===== config.mk =====
export PLATFORM = sky130hd
export DESIGN_NAME = div_sched
export DESIGN_NICKNAME = d
export VERILOG_FILES = /design/src/rtl/div_sched_pkg.sv /design/src/rtl/div_sched_divuint.sv /design/src/rtl/div_sched.sv
export SDC_FILE = /design/constraint.sdc
export NUM_CORES = 1
export LEC_CHECK = 0
export CAP_MARGIN = 20
export CORE_UTILIZATION = 50
export CTS_CLUSTER_SIZE = 8
export DETAILED_ROUTE_END_ITERATION = 10
export HOLD_SLACK_MARGIN = 0.15
export PLACE_DENSITY = 0.84
export SYNTH_ARGS = -nofsm -noshare
export SYNTH_HDL_FRONTEND = slang
export SYNTH_HIERARCHICAL = 1
export SYNTH_SLANG_ARGS = --single-unit

===== constraint.sdc =====
create_clock -name clk -period 5.7 [get_ports clk]
set_input_delay 0.57 -clock clk [delete_from_list [all_inputs] [get_ports clk]]
set_output_delay 0.57 -clock clk [all_outputs]
set_load 0.01 [all_outputs]

===== src/rtl/div_sched_pkg.sv =====
// Shared types and helpers for the round-robin divider scheduler.
package div_sched_pkg;

    typedef enum logic [1:0] {
        IDLE  = 2'd0,
        START = 2'd1,
        WAIT  = 2'd2,
        RESP  = 2'd3
    } state_t;

    function automatic int idx_w(input int n);
        return (n <= 1) ? 1 : $clog2(n);
    endfunction

endpackage


===== src/rtl/div_sched_divuint.sv =====
// Sequential restoring unsigned divider: one quotient bit per cycle, done pulses
// WIDTH+1 cycles after enable (one cycle after enable when the divisor is zero).
module divuint #(
    parameter int WIDTH = 10
) (
    input  logic             clk,
    input  logic             rst,
    input  logic             enable,
    input  logic [WIDTH-1:0] a,
    input  logic [WIDTH-1:0] b,
    output logic [WIDTH-1:0] quotient,
    output logic [WIDTH-1:0] rem,
    output logic             dbz,
    output logic             done
);
    localparam int CNT_W = $clog2(WIDTH + 1);

    logic [WIDTH-1:0] quo_r;
    logic [WIDTH-1:0] rem_r;
    logic [WIDTH-1:0] div_r;
    logic [CNT_W-1:0] cnt_r;
    logic             busy_r;
    logic             done_r;
    logic             dbz_r;
    logic [WIDTH:0]   shift_s;
    logic [WIDTH:0]   diff_s;

    // Trial subtraction of the divisor from the shifted partial remainder.
    always_comb begin
        shift_s = {rem_r, quo_r[WIDTH-1]};
        diff_s  = shift_s - {1'b0, div_r};
    end

    // Operand load and one restoring step per cycle while busy.
    always_ff @(posedge clk) begin
        if (rst) begin
            quo_r  <= '0;
            rem_r  <= '0;
            div_r  <= '0;
            cnt_r  <= '0;
            busy_r <= 1'b0;
            done_r <= 1'b0;
            dbz_r  <= 1'b0;
        end else begin
            done_r <= 1'b0;
            if (enable && !busy_r) begin
                if (b == '0) begin
                    dbz_r  <= 1'b1;
                    done_r <= 1'b1;
                    quo_r  <= '0;
                    rem_r  <= '0;
                end else begin
                    dbz_r  <= 1'b0;
                    quo_r  <= a;
                    rem_r  <= '0;
                    div_r  <= b;
                    cnt_r  <= CNT_W'(WIDTH);
                    busy_r <= 1'b1;
                end
            end else if (busy_r) begin
                // Borrow bit clear means the divisor fit: keep the difference.
                if (!diff_s[WIDTH]) begin
                    rem_r <= diff_s[WIDTH-1:0];
                    quo_r <= {quo_r[WIDTH-2:0], 1'b1};
                end else begin
                    rem_r <= shift_s[WIDTH-1:0];
                    quo_r <= {quo_r[WIDTH-2:0], 1'b0};
                end
                cnt_r <= cnt_r - CNT_W'(1);
                if (cnt_r == CNT_W'(1)) begin
                    busy_r <= 1'b0;
                    done_r <= 1'b1;
                end else begin
                    busy_r <= 1'b1;
                end
            end else begin
                busy_r <= 1'b0;
            end
        end
    end

    assign quotient = quo_r;
    assign rem      = rem_r;
    assign dbz      = dbz_r;
    assign done     = done_r;

endmodule


===== src/rtl/div_sched.sv =====
// Round-robin scheduler sharing one divuint among NREQ requesters; one
// operation in flight, results held until the next response.
module div_sched
    import div_sched_pkg::*;
#(
    parameter int WIDTH = 10,
    parameter int NREQ  = 4
) (
    input  logic                       clk,
    input  logic                       rst_n,
    input  logic [NREQ-1:0]            req,
    input  logic [NREQ*WIDTH-1:0]      a_flat,
    input  logic [NREQ*WIDTH-1:0]      b_flat,
    output logic [NREQ-1:0]            ack,
    output logic [NREQ-1:0]            rsp_valid,
    output logic [WIDTH-1:0]           rsp_quotient,
    output logic [WIDTH-1:0]           rsp_rem,
    output logic                       rsp_dbz,
    output logic                       busy,
    output logic [idx_w(NREQ)-1:0]     grant_id
);
    localparam int IDX_W = idx_w(NREQ);
    localparam logic [NREQ-1:0] ONE = NREQ'(1'b1);

    state_t            state_r;
    logic [IDX_W-1:0]  ptr_r;
    logic [IDX_W-1:0]  grant_r;
    logic [WIDTH-1:0]  a_r;
    logic [WIDTH-1:0]  b_r;
    logic              en_r;
    logic [NREQ-1:0]   ack_r;
    logic [NREQ-1:0]   rsp_valid_r;
    logic [WIDTH-1:0]  q_r;
    logic [WIDTH-1:0]  rem_r;
    logic              dbz_r;
    logic              busy_r;

    logic [2*NREQ-1:0] dbl_s;
    logic [2*NREQ-1:0] shifted_s;
    logic [IDX_W:0]    shamt_s;
    logic [NREQ-1:0]   rot_s;
    logic              found_s;
    logic [IDX_W-1:0]  pick_s;

    logic [WIDTH-1:0]  div_q_s;
    logic [WIDTH-1:0]  div_rem_s;
    logic              div_dbz_s;
    logic              div_done_s;

    // Rotate req so bit 0 is the requester just after ptr, then take the first hit.
    always_comb begin
        dbl_s     = {req, req};
        shamt_s   = {1'b0, ptr_r} + {{IDX_W{1'b0}}, 1'b1};
        shifted_s = dbl_s >> shamt_s;
        rot_s     = shifted_s[NREQ-1:0];
        found_s   = 1'b0;
        pick_s    = '0;
        for (int i = 0; i < NREQ; i++) begin
            if (!found_s && rot_s[i]) begin
                found_s = 1'b1;
                pick_s  = IDX_W'((int'(ptr_r) + 1 + i) % NREQ);
            end else begin
                found_s = found_s;
            end
        end
    end

    // Scheduler FSM with registered handshake and response outputs.
    always_ff @(posedge clk) begin
        if (!rst_n) begin
            state_r     <= IDLE;
            ptr_r       <= IDX_W'(NREQ - 1);
            grant_r     <= '0;
            a_r         <= '0;
            b_r         <= '0;
            en_r        <= 1'b0;
            ack_r       <= '0;
            rsp_valid_r <= '0;
            q_r         <= '0;
            rem_r       <= '0;
            dbz_r       <= 1'b0;
            busy_r      <= 1'b0;
        end else begin
            ack_r       <= '0;
            rsp_valid_r <= '0;
            en_r        <= 1'b0;
            case (state_r)
                IDLE: begin
                    if (found_s) begin
                        a_r     <= a_flat[pick_s*WIDTH +: WIDTH];
                        b_r     <= b_flat[pick_s*WIDTH +: WIDTH];
                        grant_r <= pick_s;
                        ack_r   <= ONE << pick_s;
                        en_r    <= 1'b1;
                        busy_r  <= 1'b1;
                        state_r <= START;
                    end else begin
                        busy_r  <= 1'b0;
                    end
                end
                START: state_r <= WAIT;
                WAIT: begin
                    if (div_done_s) begin
                        q_r         <= div_dbz_s ? '0 : div_q_s;
                        rem_r       <= div_dbz_s ? '0 : div_rem_s;
                        dbz_r       <= div_dbz_s;
                        rsp_valid_r <= ONE << grant_r;
                        state_r     <= RESP;
                    end else begin
                        state_r     <= WAIT;
                    end
                end
                RESP: begin
                    ptr_r   <= grant_r;
                    busy_r  <= 1'b0;
                    state_r <= IDLE;
                end
                default: begin
                    busy_r  <= 1'b0;
                    state_r <= IDLE;
                end
            endcase
        end
    end

    divuint #(.WIDTH(WIDTH)) u_div (
        .clk      (clk),
        .rst      (~rst_n),
        .enable   (en_r),
        .a        (a_r),
        .b        (b_r),
        .quotient (div_q_s),
        .rem      (div_rem_s),
        .dbz      (div_dbz_s),
        .done     (div_done_s)
    );

    assign ack          = ack_r;
    assign rsp_valid    = rsp_valid_r;
    assign rsp_quotient = q_r;
    assign rsp_rem      = rem_r;
    assign rsp_dbz      = dbz_r;
    assign busy         = busy_r;
    assign grant_id     = grant_r;

endmodule


# ---- Word-level counts from Yosys, hierarchy flattened
# Index checks and enable logic that the tools add are counted.
dict set report totals {
  register_bits 94
  in_bits 86
  out_inout_bits 32
  word_cells 91
}
dict set report op_classes {
  add_sub_neg 7
  multipliers 1
  eq_ne 6
  shifts 5
  muxes 31
  bitwise 2
  reduce_logical 20
}
# cell count
set ops {}
lappend ops {{40-bit by 7-bit variable part select with 10-bit output} 2}
lappend ops {{10-bit 2-to-1 mux} 6}
lappend ops {{1-bit 2-to-1 mux} 15}
lappend ops {{4-bit 2-to-1 mux} 3}
lappend ops {{11-bit by 10-bit subtractor with 11-bit output} 1}
lappend ops {{10-bit zero test} 1}
lappend ops {{2-bit 2-to-1 mux} 5}
lappend ops {{2-bit AND reduction} 5}
lappend ops {{2-bit one-hot mux with 4 select lines} 1}
lappend ops {{1-bit by 2-bit << shifter with 4-bit output, first input constant} 2}
lappend ops {{8-bit by 3-bit right shift with 4-bit output} 1}
lappend ops {{2-bit adder, second input constant} 3}
lappend ops {{3-bit AND reduction} 2}
lappend ops {{2-bit by 3-bit multiplier with 5-bit output, second input constant} 1}
lappend ops {{2-bit equality test, second input constant} 2}
lappend ops {{4-bit by 1-bit equality test with 1-bit output, second input constant} 1}
lappend ops {{1-bit logical AND} 4}
lappend ops {{1-bit zero test} 4}
lappend ops {{2-bit inequality test, second input constant} 2}
lappend ops {{2-bit nonzero test} 2}
lappend ops {{4-bit by 1-bit subtractor with 4-bit output, second input constant} 1}
lappend ops {{2-bit by 1-bit adder with 3-bit output, second input constant} 1}
lappend ops {{2-bit by 1-bit adder with 2-bit output, second input constant} 1}
lappend ops {{2-bit by 1-bit equality test with 1-bit output, second input constant} 1}
lappend ops {{other kinds (4)} 5}

# ---- Depth between registers and ports, before layout
# Gate-level depths: netlist of the first run.
dict set report logic_depth {
  depth_word 14
  ltp_mapped 11
  ltp_nobuf 10
}

# ---- Hierarchy
# The synthesis of the first run kept the hierarchy.
# module n_inst cells_per_inst area_per_inst_um2 seq_area_each_um2
set by_module_without_submodules {}
lappend by_module_without_submodules {div_sched 1 278 2791.4 1141.1}
lappend by_module_without_submodules {divuint 1 258 2143.3 740.7}

# ---- Worst setup path after synthesis of the first run
# No wires, ideal clock.
dict set report synth_path {
  path_type {flip-flop to flip-flop}
  from {register u_div.quo_r[9], in the netlist u_div/quotient[9]}
  to {register u_div.rem_r[8], in the netlist u_div/rem[8]}
  setup_time_ns 0.103
  arrival_ns 2.435
  required_time_ns 5.597
  path_slack_ns 3.162
  path_stages_with_launch 11
  n_path_buf 0
  synth_period_minus_slack_ns 2.538
  cell_sequence {dfxtp_1 > inv_1 > ha_1 > inv_1 > fa_1 > a21oi_2 > o2111ai_2 > a221o_2 > xor2_4 > mux2i_1 > a2111oi_2}
}
dict set report synth_between {
  elab_chain_cells 2
}
# element line_no
set synth_lines {}
lappend synth_lines {{start, declared} div_sched_divuint.sv:18} ;# logic [WIDTH-1:0] quo_r;
lappend synth_lines {{start signal, assigned} div_sched_divuint.sv:64} ;# quo_r <= {quo_r[WIDTH-2:0], 1'b1};
lappend synth_lines {{start signal, assigned} div_sched_divuint.sv:67} ;# quo_r <= {quo_r[WIDTH-2:0], 1'b0};
lappend synth_lines {{11-bit by 10-bit subtractor with 11-bit output} div_sched_divuint.sv:31} ;# diff_s = shift_s - {1'b0, div_r};
lappend synth_lines {{10-bit 2-to-1 mux} div_sched_divuint.sv:62} ;# if (!diff_s[WIDTH]) begin
lappend synth_lines {{end signal, assigned} div_sched_divuint.sv:63} ;# rem_r <= diff_s[WIDTH-1:0];
lappend synth_lines {{end signal, assigned} div_sched_divuint.sv:66} ;# rem_r <= shift_s[WIDTH-1:0];
lappend synth_lines {{end, declared} div_sched_divuint.sv:19} ;# logic [WIDTH-1:0] rem_r;
# Every way passes these cells.
# A chain may end at the register's enable or synchronous reset.

# ---- Worst setup path in the final report of the first run
# Ends and elaborated chain as after synthesis.

==> results of run 1 <==
## tightest hold or removal path, cell delays in order, from the launching register on
cell     delay (ns)
dfxtp_1        0.32
nand2_1        0.05
a21oi_1        0.05
## per-layer routing
layer	routed length (um)	share of wire, %	vias to the layer above	GRT usage (%)
li1	-	-	2103	-
met1	5170	43	2059	30.6
met2	6030	50	167	41.7
met5	0	0	-	0
met3	654	5.4	20	4.90
met4	226	1.9	0	8.14
## per-stage QoR
step                setup slack (ns)  power (uW)  hold WS (ns)
floorplan                       3.16        1500         0.436
global placement                2.73        1630         0.448
detailed placement              2.66        1660         0.450
CTS                             2.71        2170         0.464
global route                    2.49        2300         0.493
finish                          2.71        2180         0.464
## logic make-up (layout without fill, tap and decap cells)
kind of cell	Yosys count	after routing	synth area share, %
DFF	94	94	38.1
and+or+nand+nor	187	187	19.7
buffers and inverters	65	164	7.43
AOI/OAI and AO/OA	116	116	18.5
adders and majority gates	17	17	4.46
xor gates and xnor gates	8	8	1.80
muxes	49	49	9.94
## cell type report
cell class / instances / area share (%)
Multi-Input combinational cell: 377 / 43.0
Sequential cell: 94 / 30.0
Timing Repair Buffer: 121 / 19.1
Tap cell: 129 / 2.57
Clock buffer: 10 / 2.19
Inverter: 27 / 1.62
Clock inverter: 6 / 1.50
## flip-flops by register name, summed over array words and instances, names as in the netlist
signal and count:
u_div/busy_r 1, ptr_r 2, busy 1, en_r 1, u_div/div_r 10, b_r 10
rsp_quotient 10, state_r 2, rsp_valid 4, u_div/done 1, rsp_rem 10, a_r 10
u_div/rem 10, u_div/cnt_r 4, u_div/dbz 1, grant_id 2, rsp_dbz 1, ack 4
u_div/quotient 10
## cells in the mapped netlist, drive strengths merged (3+ instances only)
cell type / count / area [um2]
dfxtp: 94 / 1880
nor2: 62 / 235
a21oi: 52 / 264
mux2i: 49 / 490
nand2: 32 / 128
inv: 27 / 101
nor3b: 24 / 180
clkbuf: 21 / 78.8
o221ai: 20 / 300
buf: 17 / 186
nor3: 17 / 85.1
ha: 16 / 200
o21ai: 14 / 70.1
nor2b: 13 / 81.3
a221oi: 12 / 118
nand3: 10 / 55.1
nand2b: 8 / 55.1
nand3b: 5 / 37.5
xnor2: 4 / 35.0
xor2: 4 / 53.8
and2: 3 / 18.8
and3: 3 / 21.3
nand4: 3 / 18.8
nand4b: 3 / 26.3
nor4: 3 / 25.0
o21a: 3 / 22.5
## worst min path at each step
stage               startpoint  endpoint  depth (start not counted)
floorplan               a_r[1]    a_r[1]                          2
global placement       rsp_dbz   rsp_dbz                          2
detailed placement     rsp_dbz   rsp_dbz                          2
CTS                    rsp_dbz   rsp_dbz                          2
global route           rsp_dbz   rsp_dbz                          2
finish                 rsp_dbz   rsp_dbz                          2
## report_power, final
group | leakage (uW) | total [uW] | switching (uW) | internal [uW]
logic | 0.00153 | 833 | 446 | 387
clock network | 0.000113 | 510 | 248 | 262
registers | 0.000767 | 835 | 85.5 | 749
total | 0.00241 | 2180 | 779 | 1400
==> impl_metrics.tcl, run 1 <==
set metrics [dict create \
    period_minus_slack_ns 2.99 \
    wl_per_cell_um 15.8 \
    hold_viol 0 \
    drt_iter0_markers 263 \
    ir_drop_uv 152 \
    async_flop_share_pct 0 \
    crit_path_frequent_cell "inv_1" \
    hold_class "flop to flop" \
    worstSetupEndpointType "flop" \
    slew_headroom_pct 33.6 \
    ctsHoldBuffers 0 \
    tightest_slew_ns 0.992 \
    ys.flop_type "dfxtp_1" \
    die-area_mm2 0.0103 \
    crit_chain "inv_1 > ha_1 > inv_1 > fa_1 > a21oi_2 > o2111ai_2 > a221o_2 > xor2_4 > mux2i_1 > a2111oi_2" \
    via_per_inst 5.69 \
    grt_max_degree 57 \
    cts_tree "yes" \
    ys_seq_elements 94 \
    cpLargestDelayFamily "compound AO/OA/AOI/OAI gates" \
    synth_cells 536 \
    worst-setup-path-type "flop to flop" \
    drv_cap 0 \
    cts_buffer_depth 2 \
    final_cell_mix "117 x clkdlybuf4s50_1, 94 x dfxtp_1, 61 x nor2_1" \
    fin_tns_setup_ns 0 \
    num_rows 35 \
    fp.dieH_um 101 \
    cp-startpoint "u_div/quotient[9]" \
    grt_pass1_vias 4070 \
    cpPeakStageDelay_ns 0.45 \
    final_cell_area_mm2 0.00627 \
    final_max_slew_viol_count 0 \
    clk_pin_slew_ns 0.10 \
    path_depth 10 \
    timing.rr.end "u_div/rem[8]" \
    final_cells 764 \
    cts_buffers 9 \
    dp_cells 747 \
    nets 733 \
    multi_input_area_mm2 0.00270 \
    leakagePower_uw 0.00241 \
    ant_nets 0 \
    gp_congestion 0.871 \
    drive_gt1_share_pct 8.98 \
    synth_cell_types 55 \
    power_density_mw_per_mm2 347 \
    post_dp_cell_area_mm2 0.00604 \
    grt_pass1_wl_um 19300 \
    critPathSlowestCell "a221o_2" \
    core_area_mm2 0.00942 \
    crit_fanout 17 \
    cp-start-kind "flop" \
    finish.utilization_pct 66.6 \
    h-tree-depth 3 \
    port_buffers 117 \
    areaGrowthSynthToFinish_pct 27.2 \
    critPathBufInv 2 \
    syn_area_mm2 0.00493 \
    period_share_pct 52.4 \
    skew_ns 0.0132 \
    setup_viol 0 \
    yosysSeqAreaShare_pct 38.1 \
    cts_setup_buffers 0 \
    reg2reg_slack_ns 2.71 \
    status "complete, no violations" \
    ff_latch_area_mm2 0.00188 \
    grt-ovfl-total 0 \
    synth_nets 639 \
    syn_area_per_cell_um2 9.21 \
    endpoint "u_div/rem[8]" \
    arrival_ns 3.25 \
    timing.fmax_mhz 335 \
    required_ns 5.96 \
    rsz0062_at_grt "no" \
    r2r_cells 10 \
    dp_hpwl_um 8650 \
    num_antenna_cells 0 \
    first_pass_iters 5 \
    clock-sinks 94 \
    ys_warn_count 6 \
    drc 0 \
    die_w_um 101 \
    cts_root_buf "clkbuf_8" \
    via_count 4349 \
    fillers 725 \
    io_pins 118 \
    layout_commonest_cell "clkdlybuf4s50_1" \
    clock_latency_ns 0.37 \
    synth_edf_count 0 \
    initial_core_util_pct 52.4 \
    post_cts_resize_count 0 \
    antenna_found_initial 0 \
    grt_util_all_layers_pct 24.3 \
    drt_wl_total_um 12100 \
    timing.rr.start "u_div/quotient[9]" \
]
(Power assumes the default switching activity.)
==> inputs of run 2 (changes only) <==
--- a/config.mk
+++ b/config.mk
@@ -6,11 +6,11 @@
 export NUM_CORES = 1
 export LEC_CHECK = 0
 export CAP_MARGIN = 20
-export CORE_UTILIZATION = 50
+export CORE_UTILIZATION = 45
 export CTS_CLUSTER_SIZE = 8
 export DETAILED_ROUTE_END_ITERATION = 10
 export HOLD_SLACK_MARGIN = 0.15
-export PLACE_DENSITY = 0.84
+export PLACE_DENSITY = 0.8
 export SYNTH_ARGS = -nofsm -noshare
 export SYNTH_HDL_FRONTEND = slang
 export SYNTH_HIERARCHICAL = 1
==> constraint.sdc (replaced) <==
create_clock -name clk -period 2.7 [get_ports clk]
set_input_delay 0.27 -clock clk [delete_from_list [all_inputs] [get_ports clk]]
set_output_delay 0.27 -clock clk [all_outputs]
set_load 0.01 [all_outputs]
==> run 2 against run 1 <==
Flip-flop and latch count unchanged; global-route usage decreased by 3.3 points; final cell count increased by 2.9%; combinational power increased to 2.5 times the previous value; non-clock buffer count increased by 15; sequential share of layout area decreased by 0.55 points; critical path depth increased by 2; first-iteration DRC count decreased by 16%; design area increased by 1.9%; die area increased by 11%; via count decreased by 0.83%; critical path type unchanged.
==> impl_metrics.tcl, run 2 (synthesized netlist as in run 1, its figures left out) <==
set metrics [dict create \
    wl_per_cell_um 15.1 \
    gp_congestion 0.846 \
    leakagePower_uw 0.00247 \
    drt_wl_total_um 11900 \
    die_w_um 107 \
    num_rows 37 \
    worst-setup-path-type "flop to flop" \
    first_pass_iters 4 \
    final_cell_area_mm2 0.00640 \
    fp.dieH_um 107 \
    period_share_pct 96.9 \
    period_minus_slack_ns 2.62 \
    grt_util_all_layers_pct 21.0 \
    arrival_ns 2.86 \
    port_buffers 117 \
    drt_iter0_markers 221 \
    clock_latency_ns 0.36 \
    post_dp_cell_area_mm2 0.00614 \
    wl_met3_um 584 \
    ant_nets 0 \
    required_ns 2.95 \
    clk_pin_slew_ns 0.09 \
    finish.utilization_pct 61.1 \
    drv_cap 0 \
    status "complete, no violations" \
    grt-ovfl-total 0 \
    hold_viol 0 \
    cpLargestDelayFamily "compound AO/OA/AOI/OAI gates" \
    drive_gt1_share_pct 11.4 \
    fillers 928 \
    timing.fmax_mhz 382 \
    ir_drop_uv 460 \
    core_area_mm2 0.0105 \
    io_pins 118 \
    nets 748 \
    power_density_mw_per_mm2 736 \
    via_per_inst 5.49 \
    num_antenna_cells 0 \
    via_count 4313 \
    die-area_mm2 0.0114 \
    critPathSlowestCell "a221o_2" \
    grt_pass1_vias 4138 \
    critPathBufInv 4 \
    crit_chain "inv_2 > ha_4 > inv_2 > fa_2 > a21oi_2 > o2111ai_2 > a221o_2 > xor2_4 > buf_6 > clkbuf_16 > a221oi_2 > nor2_1" \
    worstSetupEndpointType "flop" \
    holdWs_ns 0.464 \
    crit_fanout 6 \
    cts_buffers 9 \
    cts_tree "yes" \
    setup_ws_ns 0.0836 \
    cts_root_buf "clkbuf_8" \
    initial_core_util_pct 47.2 \
    tightest_slew_ns 1.01 \
    ctsHoldBuffers 0 \
    final_max_slew_viol_count 0 \
    h-tree-depth 3 \
    wl_met2_um 5940 \
    drc 0 \
    top_layer "met4" \
    antenna_found_initial 0 \
    cp-start-kind "flop" \
    crit_path_frequent_cell "inv_2" \
    skew_ns 0.00710 \
    areaGrowthSynthToFinish_pct 29.6 \
    grt_max_degree 55 \
    final_cells 786 \
    final_cell_mix "117 x clkdlybuf4s50_1, 93 x dfxtp_1, 61 x nor2_1" \
    dp_hpwl_um 8910 \
    hold_class "flop to flop" \
    cpPeakStageDelay_ns 0.46 \
    grt_pass1_wl_um 19100 \
    dp_cells 763 \
    setup_viol 0 \
    clock-sinks 94 \
    slew_headroom_pct 32.6 \
    dp_slack_ns 0.0172 \
    cts_buffer_depth 2 \
    layout_commonest_cell "clkdlybuf4s50_1" \
    multi_input_area_mm2 0.00271 \
    drt-met1-wl_um 5160 \
    ff_latch_area_mm2 0.00188 \
]
## run 2: timing repair
action                                  CTS  global route
buffers inserted                          1             5
gates cloned                              0             1
pin swaps                                 2             6
hold endpoints to repair                  0             0
gates resized for setup                   0             7
endpoints found under the setup margin    1             7
## run 2: worst paths after layout
| check | end | slack, ns | cells past startpoint | startpoint |
|---|---|---|---|---|
| setup reg to reg | u_div/quotient[0] | 0.08 | 12 | u_div/quotient[9] |
| setup / recovery | u_div/quotient[0] | 0.08 | 12 | u_div/quotient[9] |
| hold reg to reg | rsp_dbz | 0.46 | 2 | rsp_dbz |
| hold / removal | rsp_dbz | 0.46 | 2 | rsp_dbz |
## run 2: per-layer routing
| metal | track usage (%) | vias up |
|---|---|---|
| met4 | 9.00 | 0 |
| li1 | - | 2130 |
| met3 | 2.80 | 18 |
| met5 | 0 | - |
| met1 | 26.1 | 2041 |
| met2 | 36.3 | 124 |
## run 2: worst reg2reg max path: cells and delay by family, from the launching register on
kind	cells	cell delay [ns]
AOI/OAI and AO/OA	4	1.01
xor gates and xnor gates	1	0.20
adders and majority gates	2	0.51
buffers and inverters	4	0.39
DFF	1	0.33
and+or+nand+nor	1	0.07
## run 2: through the flow
| stage | power [uW] | TNS (ns) |
|---|---|---|
| final | 4710 | 0 |
| after global routing | 4970 | -0.0182 |
| after CTS | 4500 | 0 |
| after detailed placement | 3660 | 0 |
| after global placement | 3600 | 0 |
| after floorplan | 3160 | 0 |
## run 2: power breakdown
group          switching, uW  leakage (uW)  internal [uW]  total [uW]
sequential               179      0.000767           1580        1760
clock                    466     0.0000796            360         826
combinational           1030       0.00163           1090        2120
## run 2: final cells by class
cell class	count	share of cell area, %
tap	136	2.66
sequential	94	29.4
clock inverter	3	0.313
clock buffer	13	2.33
timing repair buffer	136	21.3
inverter	27	1.58
multi-input combinational	377	42.4
